### config.mk
export PLATFORM = sky130hd
export DESIGN_NAME = serial_frame_tx
export DESIGN_NICKNAME = d
export VERILOG_FILES = /design/src/rtl/serial_frame_pkg.sv /design/src/rtl/serial_frame_tx_shift_reg.sv /design/src/rtl/serial_frame_tx.sv
export SDC_FILE = /design/constraint.sdc
export NUM_CORES = 1
export LEC_CHECK = 0
export CAP_MARGIN = 20
export CORE_MARGIN = 1.5
export CORE_UTILIZATION = 35
export DETAILED_ROUTE_END_ITERATION = 7
export DONT_BUFFER_PORTS = 1
export GPL_TIMING_DRIVEN = 0
export PLACE_DENSITY = 0.52
export SETUP_SLACK_MARGIN = 0.2
export SYNTH_ARGS = -nofsm -noshare
export SYNTH_HDL_FRONTEND = slang
export SYNTH_SLANG_ARGS = --single-unit
export TNS_END_PERCENT = 100
### constraint.sdc
create_clock -name clk -period 4.6 [get_ports clk]
set_input_delay 1.38 -clock clk [delete_from_list [all_inputs] [get_ports clk]]
set_output_delay 1.38 -clock clk [all_outputs]
set_load 0.02 [all_outputs]
### src/rtl/serial_frame_pkg.sv
// Shared state encodings and constants for serial_frame_tx.
// Defining SERIAL_FRAME_PREAMBLE_EN adds the 1110 sync preamble ahead of every frame.
package serial_frame_pkg;

    typedef enum logic [1:0] {
        IDLE  = 2'b00,
        SYNC  = 2'b01,
        SEND  = 2'b10,
        STUFF = 2'b11
    } tx_state_e;

    localparam logic [3:0] PREAMBLE = 4'b1110;
    localparam int         RUN_MAX  = 2;

`ifdef SERIAL_FRAME_PREAMBLE_EN
    localparam int PRE_LEN = 4;
`else
    localparam int PRE_LEN = 0;
`endif

    // Worst case is one stuffed zero after every pair of payload ones.
    function automatic int max_frame_len(input int width);
        return PRE_LEN + width + width / 2;
    endfunction

endpackage

### src/rtl/serial_frame_tx_shift_reg.sv
// Loadable MSB-first payload shift register with an emitted-bit counter.
// load and shift in the same cycle emit din's MSB while capturing the rest.
module tx_shift_reg #(
    parameter int WIDTH = 8
) (
    input  logic             clk,
    input  logic             rst_n,
    input  logic             load,
    input  logic             shift,
    input  logic [WIDTH-1:0] din,
    output logic             next_bit,
    output logic             last_bit
);
    localparam int CW = $clog2(WIDTH + 1);

    logic [WIDTH-1:0] sh_q, sh_d, src;
    logic [CW-1:0]    cnt_q, cnt_d, cnt_base;

    always_comb begin
        src      = load ? din : sh_q;
        cnt_base = load ? '0 : cnt_q;
        sh_d     = sh_q;
        cnt_d    = cnt_base;
        if (shift) begin
            sh_d  = {src[WIDTH-2:0], 1'b0};
            cnt_d = cnt_base + CW'(1);
        end else if (load) begin
            sh_d = src;
        end
    end

    always_ff @(posedge clk or negedge rst_n) begin
        if (!rst_n) begin
            sh_q  <= '0;
            cnt_q <= '0;
        end else begin
            sh_q  <= sh_d;
            cnt_q <= cnt_d;
        end
    end

    assign next_bit = src[WIDTH-1];
    // High once every payload bit has been put on the line.
    assign last_bit = (cnt_q == CW'(WIDTH));

endmodule

### src/rtl/serial_frame_tx.sv
// Zero-stuffing serial frame transmitter; the payload never carries three consecutive 1s.
// Optional 1110 preamble under SERIAL_FRAME_PREAMBLE_EN.
module serial_frame_tx #(
    parameter int WIDTH = 8
) (
    input  logic             clk,
    input  logic             rst_n,
    input  logic             load,
    input  logic [WIDTH-1:0] din,
    output logic             ready,
    output logic             busy,
    output logic             data,
    output logic             done
);
    import serial_frame_pkg::*;

    // state_q names the kind of bit currently on data; data_d is the bit for state_d.
    tx_state_e  state_q, state_d;
    logic [1:0] run_q, run_d;
    logic       data_q, data_d;
    logic       done_q, done_d;
    logic       ready_q, ready_d;
    logic       sr_load, sr_shift, pbit, last_bit;
    logic       accept;
`ifdef SERIAL_FRAME_PREAMBLE_EN
    logic [1:0] pre_cnt_q, pre_cnt_d;
`endif

    assign accept = load && ready_q;

    tx_shift_reg #(.WIDTH(WIDTH)) u_shreg (
        .clk      (clk),
        .rst_n    (rst_n),
        .load     (sr_load),
        .shift    (sr_shift),
        .din      (din),
        .next_bit (pbit),
        .last_bit (last_bit)
    );

    always_comb begin
        state_d  = state_q;
        run_d    = run_q;
        data_d   = 1'b0;
        done_d   = 1'b0;
        sr_load  = 1'b0;
        sr_shift = 1'b0;
`ifdef SERIAL_FRAME_PREAMBLE_EN
        pre_cnt_d = pre_cnt_q;
`endif
        case (state_q)
            IDLE: begin
                if (accept) begin
                    sr_load = 1'b1;
`ifdef SERIAL_FRAME_PREAMBLE_EN
                    state_d   = SYNC;
                    pre_cnt_d = 2'd0;
                    data_d    = PREAMBLE[3];
                    run_d     = 2'd0;
`else
                    sr_shift = 1'b1;
                    state_d  = SEND;
                    data_d   = pbit;
                    run_d    = {1'b0, pbit};
`endif
                end
            end
`ifdef SERIAL_FRAME_PREAMBLE_EN
            SYNC: begin
                if (pre_cnt_q != 2'd3) begin
                    pre_cnt_d = pre_cnt_q + 2'd1;
                    data_d    = PREAMBLE[2'd2 - pre_cnt_q];
                end else begin
                    pre_cnt_d = 2'd0;
                    sr_shift  = 1'b1;
                    state_d   = SEND;
                    data_d    = pbit;
                    run_d     = {1'b0, pbit};
                end
            end
`endif
            SEND: begin
                // A pending stuff outranks end-of-payload so the frame never ends on 11.
                if (run_q == 2'(RUN_MAX)) begin
                    state_d = STUFF;
                    run_d   = 2'd0;
                end else if (last_bit) begin
                    state_d = IDLE;
                    done_d  = 1'b1;
                end else begin
                    sr_shift = 1'b1;
                    data_d   = pbit;
                    run_d    = pbit ? run_q + 2'd1 : 2'd0;
                end
            end
            STUFF: begin
                if (last_bit) begin
                    state_d = IDLE;
                    done_d  = 1'b1;
                end else begin
                    sr_shift = 1'b1;
                    state_d  = SEND;
                    data_d   = pbit;
                    run_d    = {1'b0, pbit};
                end
            end
            default: state_d = IDLE;
        endcase
        ready_d = (state_d == IDLE);
    end

    always_ff @(posedge clk or negedge rst_n) begin
        if (!rst_n) begin
            state_q <= IDLE;
            run_q   <= 2'd0;
            data_q  <= 1'b0;
            done_q  <= 1'b0;
            ready_q <= 1'b1;
        end else begin
            state_q <= state_d;
            run_q   <= run_d;
            data_q  <= data_d;
            done_q  <= done_d;
            ready_q <= ready_d;
        end
    end

`ifdef SERIAL_FRAME_PREAMBLE_EN
    always_ff @(posedge clk or negedge rst_n) begin
        if (!rst_n) pre_cnt_q <= 2'd0;
        else        pre_cnt_q <= pre_cnt_d;
    end
`endif

    assign data  = data_q;
    assign done  = done_q;
    assign ready = ready_q;
    assign busy  = ~ready_q;

endmodule

==> reports/results.txt, run 1 <==
final setup margin: 1.987 ns
share of layout cells above drive strength 1: 10.78%
Clock Skew: 0.004110 ns
CTS root buffer: clkbuf_4
vias in the first global route: 831
Layout area overhead: 6.435%
area of the mapped netlist: 1011 um2
drt pass-1 iters: 4
I/O pins: 15
period utilization: 56.80%
grt ovf: 0
CP dominant cell by count: o311ai_0
drt total wl: 2.251 mm
final net count: 116
CP max FO: 10
critical path, cell by cell: nand4bb_1 -> clkbuf_1 -> and2_1 -> ha_1 -> inv_1 -> o311ai_0 -> o311ai_0
Worst-path clk slew: 0.11 ns
antenna violation net count after detailed routing: 0
largest net degree at the start of global routing: 20
DP Wirelength: 1.477 mm
flops & latches, synth: 19
clk buf depth: 2
RePlAce Congestion: 0.7552
Core Util, Final: 39.02%
crit path DAT: 2.78 ns
die area: 3220 um2
CP startpoint kind: input pin
vias per cell: 6.135
core area: 2758 um2
Mapped Nets: 111
DRT iter0 DRCs: 42
initial core utilization: 36.66%
status: finished clean
routed len/inst: 16.92 um
die height: 56.75 um
slowest stage cell, crit path: clkbuf_1
CTS Sinks: 19
Critical Path End Type: register
postcts setup bufs: 0
Cells after Synth: 98
htree depth: 1
CP Buf/Inv Count: 2
DR top layer: met4
Post-CTS Hold Buffers: 0
static leakage: 0.4614 nW
leading cell type in the layout, fill and taps excluded: dfrtp_1
Final Setup Violations: 0
Setup TNS: 0 ns
M1 WL: 1.052 mm
Num CTS Buffers: 3
post_cts resized: 0
CP peak stage delay: 0.42 ns
# fillers: 283
Final Hold Fails: 0
Hold WC Path Type: register to register
commonest non-fill, non-tap cells in the layout: dfrtp_1, o31ai_1, a31oi_1, nor2_1
Fin Hold WS: 0.5113 ns
gr usage total: 15.74%
Die W: 56.75 um
synthesized area per cell: 10.32 um2
total of max-cap violations: 0
DR WL met2: 1.010 mm
Port Buf Inserts: 0
initial antenna violation count: 0
Post-route DRC: 0
library cells used by synthesis: 32
PwrDens: 663.2 nW/um2
Worst-Skew Late Latency: 0.30 ns
vias after detailed routing: 816
worst-margin pin slew: 0.9580 ns
first-pass GRT wire length: 3.891 mm
WP data required: 4.76 ns
VDD IR-drop max: 259.1 uV
WL met3: 171 um
synth warn: 0
RSZ-0062 raised after global routing: no
CTS tree: done
floorplan row count: 19
max_slew headroom: 35.97%
Top delay family on crit path: buffers and inverters
critical path class: input pin to register
Ant. Diodes: 0
pre-CTS setup slack: 1.662 ns
Slew Viols, Final: 0
sequential share of the synthesized area: 47.15%
fmax: 382.7 MHz
post-layout minimum cycle time: 2.613 ns
## final timing paths
path,startpoint,end,slack [ns],cells past startpoint
worst max-delay path,load,u_shreg.cnt_q[2]$_DFF_PN0_,1.99,7
worst min-delay path,u_shreg.sh_q[0]$_DFFE_PN0P_,u_shreg.sh_q[0]$_DFFE_PN0P_,0.51,1
worst max register to register,state_q[1]$_DFF_PN0_,u_shreg.cnt_q[2]$_DFF_PN0_,2.49,7
worst min register to register,u_shreg.sh_q[0]$_DFFE_PN0P_,u_shreg.sh_q[0]$_DFFE_PN0P_,0.51,1
max in group asynchronous,rst_n,ready$_DFF_PN1_,3.68,0
min in group asynchronous,rst_n,run_q[1]$_DFFE_PN0P_,0.75,0
## worst reg2reg max path, cell delays in order (launching register included)
cell       delay (ns)
dfrtp_1          0.49
nand4bb_1        0.18
clkbuf_1         0.42
and2_1           0.20
ha_1             0.17
inv_1            0.05
o311ai_0         0.28
o311ai_0         0.18
## through the flow
| step | cell area [um2] | std cells | power [W] |
|---|---|---|---|
| 3_3_place_gp | 1050 | 129 | 0.0006273 |
| 2_1_floorplan | 1011 | 98 | 0.0005597 |
| 5_1_grt | 1076 | 133 | 0.0007840 |
| 4_1_cts | 1076 | 133 | 0.0007191 |
| 3_5_place_dp | 1050 | 129 | 0.0006313 |
| 6_report | 1076 | 133 | 0.0007136 |
## layout make-up
| type | instances | area [um2] | share of cell area (%) |
|---|---|---|---|
| Multi-Input combinational cell | 66 | 481.7 | 44.77 |
| Sequential cell | 19 | 476.7 | 44.30 |
| Tap cell | 31 | 38.79 | 3.605 |
| Buffer | 7 | 30.03 | 2.791 |
| Clock buffer | 4 | 26.28 | 2.442 |
| Inverter | 6 | 22.52 | 2.093 |
## logic make-up after synthesis
family          after synthesis  share of synthesized area (%)
compound gates               25                          19.06
simple gates                 36                          22.52
mux                           3                          3.589
fa+ha+maj                     2                          2.475
buf+inv                      13                          5.198
flops                        19                          47.15
## power breakdown
| part | total [W] | internal (W) | switching [W] |
|---|---|---|---|
| registers | 0.000309 | 0.000239 | 0.0000704 |
| logic | 0.000318 | 0.000143 | 0.000175 |
| clock network | 0.0000861 | 0.0000338 | 0.0000522 |
| total | 0.000714 | 0.000416 | 0.000298 |
## layer usage
layer | vias to the layer above | track usage, %
li1 | 380 | -
met1 | 406 | 21.27
met2 | 28 | 24.75
met3 | 2 | 4.839
met4 | 0 | 3.654
met5 | - | 0
## cells in the mapped netlist
master / n / share of area (%)
a31oi_1: 8 / 5.0
nand2_1: 3 / 1.1
nand4bb_1: 1 / 1.1
nor3_1: 1 / 0.49
and2_1: 3 / 1.9
or4_1: 2 / 1.5
nand4_1: 7 / 4.3
o21ai_0: 2 / 0.99
mux2i_1: 1 / 0.99
nand3b_1: 1 / 0.74
nand3_1: 3 / 1.5
nor4b_2: 1 / 1.5
clkbuf_1: 6 / 2.2
or4b_4: 1 / 1.4
ha_1: 2 / 2.5
nor2b_1: 2 / 1.2
o2111ai_1: 1 / 0.87
dfstp_2: 1 / 2.6
and4b_1: 1 / 0.99
nor2_1: 8 / 3.0
nand2b_1: 1 / 0.62
dfrtp_1: 18 / 45
a21oi_1: 1 / 0.49
o311ai_0: 2 / 1.7
inv_1: 6 / 2.2
o21a_1: 1 / 0.74
buf_4: 1 / 0.74
mux2_4: 1 / 1.5
a221oi_4: 1 / 2.6
mux2_2: 1 / 1.1
and4bb_2: 1 / 1.2
o31ai_1: 9 / 6.7
## flip-flops by register name, summed over array words and instances, names as in the netlist
signal	flops
done	1
run_q	2
state_q	2
data	1
u_shreg.cnt_q	4
u_shreg.sh_q	8
ready	1
Power figures use the tool's default switching activity.
==> run 2, diff against run 1 <==
--- a/config.mk
+++ b/config.mk
@@ -11,7 +11,7 @@
 export DETAILED_ROUTE_END_ITERATION = 7
 export DONT_BUFFER_PORTS = 1
 export GPL_TIMING_DRIVEN = 0
-export PLACE_DENSITY = 0.52
+export PLACE_DENSITY = 0.54
 export SETUP_SLACK_MARGIN = 0.2
 export SYNTH_ARGS = -nofsm -noshare
 export SYNTH_HDL_FRONTEND = slang
==> constraint.sdc (replaced) <==
create_clock -name clk -period 2.17 [get_ports clk]
set_input_delay 0.651 -clock clk [delete_from_list [all_inputs] [get_ports clk]]
set_output_delay 0.651 -clock clk [all_outputs]
set_load 0.02 [all_outputs]
==> run 2 against run 1 <==
Design area grew 2.3%; via count shrank 0.61%; register-to-register slack lost 2.2 ns; final cell count grew 0.75%; first-iteration DRC count shrank 60%; critical path depth is the same; clock-buffer cell count shrank 1; utilization grew 0.91 points; hold slack lost 0.49 ns; wire length grew 1.5%; global-route usage shrank 0.41 points; non-clock buffer count grew 1; critical endpoint unchanged; largest cell class unchanged.
==> reports/results.txt, run 2 (synthesized netlist as in run 1, its figures left out) <==
share of layout cells above drive strength 1: 17.48%
Slew Viols, Final: 0
gr usage total: 15.33%
DRT iter0 DRCs: 17
status: finished clean
Critical Path End Type: register
CP startpoint kind: register
Port Buf Inserts: 0
fmax: 531.0 MHz
critical path, cell by cell: nand4bb_1 -> buf_2 -> and2_1 -> ha_1 -> inv_1 -> o311ai_0 -> o311ai_0
Regs by FF count: u_shreg.sh_q (8), u_shreg.cnt_q (4)
Num CTS Buffers: 3
vias in the first global route: 819
Final Setup Violations: 0
internal power: 0.0008918 W
floorplan row count: 19
CTS Sinks: 19
CP peak stage delay: 0.45 ns
Layout area overhead: 8.911%
drt pass-1 iters: 4
antenna violation net count after detailed routing: 0
I/O pins: 15
static leakage: 0.4736 nW
CP max FO: 10
largest net degree at the start of global routing: 20
initial antenna violation count: 0
Die W: 56.75 um
htree depth: 1
core area: 2758 um2
RePlAce Congestion: 0.8697
final net count: 117
Finished Cell Area: 1101 um2
routed len/inst: 17.04 um
initial core utilization: 36.66%
Ant. Diodes: 0
Switching Fraction: 42.27%
worst-margin pin slew: 0.8885 ns
PwrDens: 1403 nW/um2
clk buf depth: 2
Fin Hold WS: 0.02458 ns
CTS tree: done
register with the most flip-flops: u_shreg.sh_q
first-pass GRT wire length: 3.808 mm
Setup TNS: 0 ns
leading cell type in the layout, fill and taps excluded: dfrtp_1
die height: 56.75 um
DP Wirelength: 1.481 mm
drt total wl: 2.284 mm
crit path DAT: 2.05 ns
grt ovf: 0
Post-route DRC: 0
slowest stage cell, crit path: dfrtp_1
max_slew headroom: 40.61%
CP dominant cell by count: o311ai_0
Clock Skew: 0.004904 ns
total of max-cap violations: 0
Placed Area: 1050 um2
Worst-path clk slew: 0.11 ns
Gate power share: 45.2%
VDD IR-drop max: 739.6 uV
vias after detailed routing: 811
vias per cell: 6.052
# fillers: 280
Final Hold Fails: 0
post-layout minimum cycle time: 1.883 ns
Clk network pwr share: 12.0%
WP data required: 2.33 ns
period utilization: 86.79%
Hold WC Path Type: input pin to asynchronous set/reset pin
CTS root buffer: clkbuf_4
Worst-Skew Late Latency: 0.31 ns
commonest non-fill, non-tap cells in the layout: dfrtp_1, o31ai_1, nor2_1, nand4_1, a31oi_1
Largest register FFs: 8
RSZ-0062 raised after global routing: yes
die area: 3220 um2
sequential fraction of design power: 42.7%
net switching power: 0.0006530 W
critical path class: register to register
==> run 2: through the flow <==
step | util (%) | total power (W) | setup slack, ns | cells
2_1_floorplan | - | 0.001186 | 0.2354 | 98
3_3_place_gp | 38.07 | 0.001331 | -0.01879 | 129
3_5_place_dp | 38.07 | 0.001339 | -0.04141 | 129
4_1_cts | 39.16 | 0.001539 | 0.2349 | 133
5_1_grt | 39.93 | 0.001674 | 0.1869 | 134
6_report | 39.93 | 0.001545 | 0.2867 | 134
==> run 2: final cells by class <==
type                            instances  area, um2  share of cell area (%)
Buffer                                  7      33.78                   3.068
Clock buffer                            3      22.52                   2.045
Clock inverter                          1      5.005                  0.4545
Inverter                                6      22.52                   2.045
Multi-Input combinational cell         66      490.5                   44.55
Sequential cell                        19      478.0                   43.41
Tap cell                               31      38.79                   3.523
Timing Repair Buffer                    1      10.01                  0.9091
==> run 2: routing by layer <==
metal	track usage, %	wire [um]
met5	0	0
met4	3.322	16
met3	5.300	141
met2	24.42	1044
met1	20.17	1082
==> run 2: what timing repair did <==
item,in CTS,in global routing
gates resized for setup,2,6
hold buffers,0,1
endpoints found under the setup margin,1,10
buffers inserted,0,0
hold endpoints to repair,0,11
==> run 2: worst max-delay path, delay by kind of cell, from the launching register on <==
family / cells / cell delay, ns
simple gates: 2 / 0.35
compound gates: 2 / 0.49
fa+ha+maj: 1 / 0.16
buf+inv: 2 / 0.30
flops: 1 / 0.45
==> run 2: power by group through the flow <==
stage / logic [W] / clock network [W] / registers, W
after global placement: 0.000672 / 0 / 0.000658
after floorplan: 0.000558 / 0 / 0.000628
after global routing: 0.000781 / 0.000211 / 0.000682
after CTS: 0.000683 / 0.000198 / 0.000658
after detailed placement: 0.000675 / 0 / 0.000664
final: 0.000699 / 0.000186 / 0.000660
==> run 2: path summary, 6_finish.rpt <==
check	start	to	slack (ns)	cells past startpoint
worst max-delay path	state_q[0]$_DFF_PN0_	u_shreg.cnt_q[2]$_DFF_PN0_	0.29	7
worst min register to register	u_shreg.sh_q[0]$_DFFE_PN0P_	u_shreg.sh_q[0]$_DFFE_PN0P_	0.51	1
worst max register to register	state_q[0]$_DFF_PN0_	u_shreg.cnt_q[2]$_DFF_PN0_	0.29	7
max in group asynchronous	rst_n	u_shreg.sh_q[1]$_DFFE_PN0P_	1.07	1
worst min-delay path	rst_n	state_q[1]$_DFF_PN0_	0.02	0
min in group clk	din[7]	data$_DFF_PN0_	0.46	2
==> run 3, diff against run 2 <==
--- a/config.mk
+++ b/config.mk
@@ -11,7 +11,7 @@
 export DETAILED_ROUTE_END_ITERATION = 7
 export DONT_BUFFER_PORTS = 1
 export GPL_TIMING_DRIVEN = 0
-export PLACE_DENSITY = 0.54
+export PLACE_DENSITY = 0.48
 export SETUP_SLACK_MARGIN = 0.2
 export SYNTH_ARGS = -nofsm -noshare
 export SYNTH_HDL_FRONTEND = slang
==> run 3 against run 2 <==
Critical path depth is the same; sequential share of layout area grew 0.55 points; sequential cell count unchanged; utilization fell by 0.50 points; via count shrank 1.1%; final cell count fell by 0.75%; first-iteration DRC count increased by 29%; clock power fell by 3%; design area decreased by 1.3%; hold slack gained 0.0046 ns; non-clock buffer count fell by 1; global-route usage grew 1.0 points; critical path type unchanged; highest routed layer unchanged.
==> reports/results.txt, run 3 (synthesized netlist as in run 1, its figures left out) <==
status: finished clean
first-pass GRT wire length: 4.119 mm
die height: 56.75 um
initial core utilization: 36.66%
postcts setup bufs: 0
routed len/inst: 17.11 um
vias in the first global route: 831
Post-CTS Hold Buffers: 0
DP Wirelength: 1.517 mm
RePlAce Congestion: 0.7419
CTS Sinks: 19
htree depth: 1
gr usage total: 16.35%
Setup TNS: 0 ns
post-layout minimum cycle time: 1.886 ns
clk buf depth: 2
internal power: 0.0008916 W
net switching power: 0.0006443 W
CP startpoint kind: register
CTS root buffer: clkbuf_4
Final Non-Filler Cells: 133
VDD IR-drop max: 589.8 uV
grt ovf: 0
Clock Skew: 0.006720 ns
sequential fraction of design power: 43.3%
RSZ-0062 raised after global routing: yes
max_slew headroom: 36.20%
Slew Viols, Final: 0
layer with the highest usage: met1
final setup margin: 0.2843 ns
floorplan row count: 19
Final Setup Violations: 0
vias after detailed routing: 802
CTS tree: done
placed cells: 129
Final Hold Fails: 0
share of layout cells above drive strength 1: 15.69%
drt pass-1 iters: 4
Worst-path clk slew: 0.11 ns
Port Buf Inserts: 0
M3 GR Usage: 4.378%
leading cell type in the layout, fill and taps excluded: dfrtp_1
Gate power share: 45.0%
Num CTS Buffers: 3
Worst-Skew Late Latency: 0.30 ns
initial antenna violation count: 0
die area: 3220 um2
Clk network pwr share: 11.8%
critical path class: register to register
PwrDens: 1413 nW/um2
Layout area overhead: 7.549%
static leakage: 0.4683 nW
total of max-cap violations: 0
Finished Cell Area: 1087 um2
WP data required: 2.33 ns
pre-CTS setup slack: -0.03582 ns
final net count: 116
DRT iter0 DRCs: 22
antenna violation net count after detailed routing: 0
core area: 2758 um2
I/O pins: 15
worst-margin pin slew: 0.9545 ns
register with the most flip-flops: u_shreg.sh_q
Regs by FF count: u_shreg.sh_q (8), u_shreg.cnt_q (4)
Largest register FFs: 8
Critical Path End Type: register
period utilization: 86.90%
M2 GR Usage: 21.93%
drt total wl: 2.276 mm
Placed Area: 1050 um2
met1 usage: 24.71%
fmax: 530.3 MHz
CP max FO: 10
vias per cell: 6.030
commonest non-fill, non-tap cells in the layout: dfrtp_1, o31ai_1, nor2_1, nand4_1, a31oi_1
crit path DAT: 2.05 ns
Die W: 56.75 um
Hold WC Path Type: input pin to asynchronous set/reset pin
largest net degree at the start of global routing: 20
Ant. Diodes: 0
Switching Fraction: 41.95%
Post-route DRC: 0
==> run 3: cell count changes in the layout (fill, tap and decap cells not counted), sizes merged <==
| cell | before | now |
|---|---|---|
| clkinv | 1 | 0 |
| clkbuf | 8 | 9 |
| dlygate4sd3 | 1 | 0 |
==> run 3: stage by stage <==
stage	total power, W	hold slack [ns]	util [%]
after floorplan	0.001186	0.3554	-
after global placement	0.001337	0.3559	38.07
after detailed placement	0.001341	0.3559	38.07
after CTS	0.001530	0.01769	39.11
after global routing	0.001682	0.005860	39.43
final	0.001536	0.02921	39.43
==> run 3: layer usage <==
| layer | up-vias | part of all wire, % |
|---|---|---|
| met5 | - | 0 |
| met4 | 0 | 1.2 |
| met3 | 4 | 5.6 |
| met2 | 20 | 41 |
| met1 | 394 | 52 |
| li1 | 384 | - |
==> run 3: power groups by stage <==
stage	logic, W	registers (W)	clock network (W)
final	0.000691	0.000665	0.000181
after global routing	0.000789	0.000688	0.000205
after CTS	0.000679	0.000661	0.000190
after detailed placement	0.000673	0.000668	0
after global placement	0.000673	0.000664	0
after floorplan	0.000558	0.000628	0
==> run 3: path summary, 6_finish.rpt <==
kind / from / endpoint / slack (ns) / cells past startpoint
max reg2reg: state_q[1]$_DFF_PN0_ / u_shreg.cnt_q[2]$_DFF_PN0_ / 0.28 / 7
max in group asynchronous: rst_n / ready$_DFF_PN1_ / 1.97 / 0
max: state_q[1]$_DFF_PN0_ / u_shreg.cnt_q[2]$_DFF_PN0_ / 0.28 / 7
min reg2reg: u_shreg.sh_q[0]$_DFFE_PN0P_ / u_shreg.sh_q[0]$_DFFE_PN0P_ / 0.50 / 1
min in group clk: din[7] / data$_DFF_PN0_ / 0.48 / 2
min: rst_n / u_shreg.cnt_q[3]$_DFF_PN0_ / 0.03 / 0
==> run 3: cell type report <==
class                   instances  area [um2]
flip-flops and latches         19       478.0
clock buffers                   4       26.28
well taps                      31       38.79
inverters                       6       22.52
plain buffers                   7       33.78
multi-input cells              66       488.0
fillers                       287        1670
==> run 3: timing repair <==
action,CTS,global route
resized for setup,2,5
endpoints found under the setup margin,1,10
pin swaps,0,0
==> run 3: worst max-delay path, stage by stage, from the launching register on <==
cell and delay, ns:
dfrtp_2 0.46, nand4bb_1 0.17, clkbuf_2 0.26, and2_1 0.17
ha_1 0.16, inv_1 0.05, o311ai_0 0.29, o311ai_0 0.19
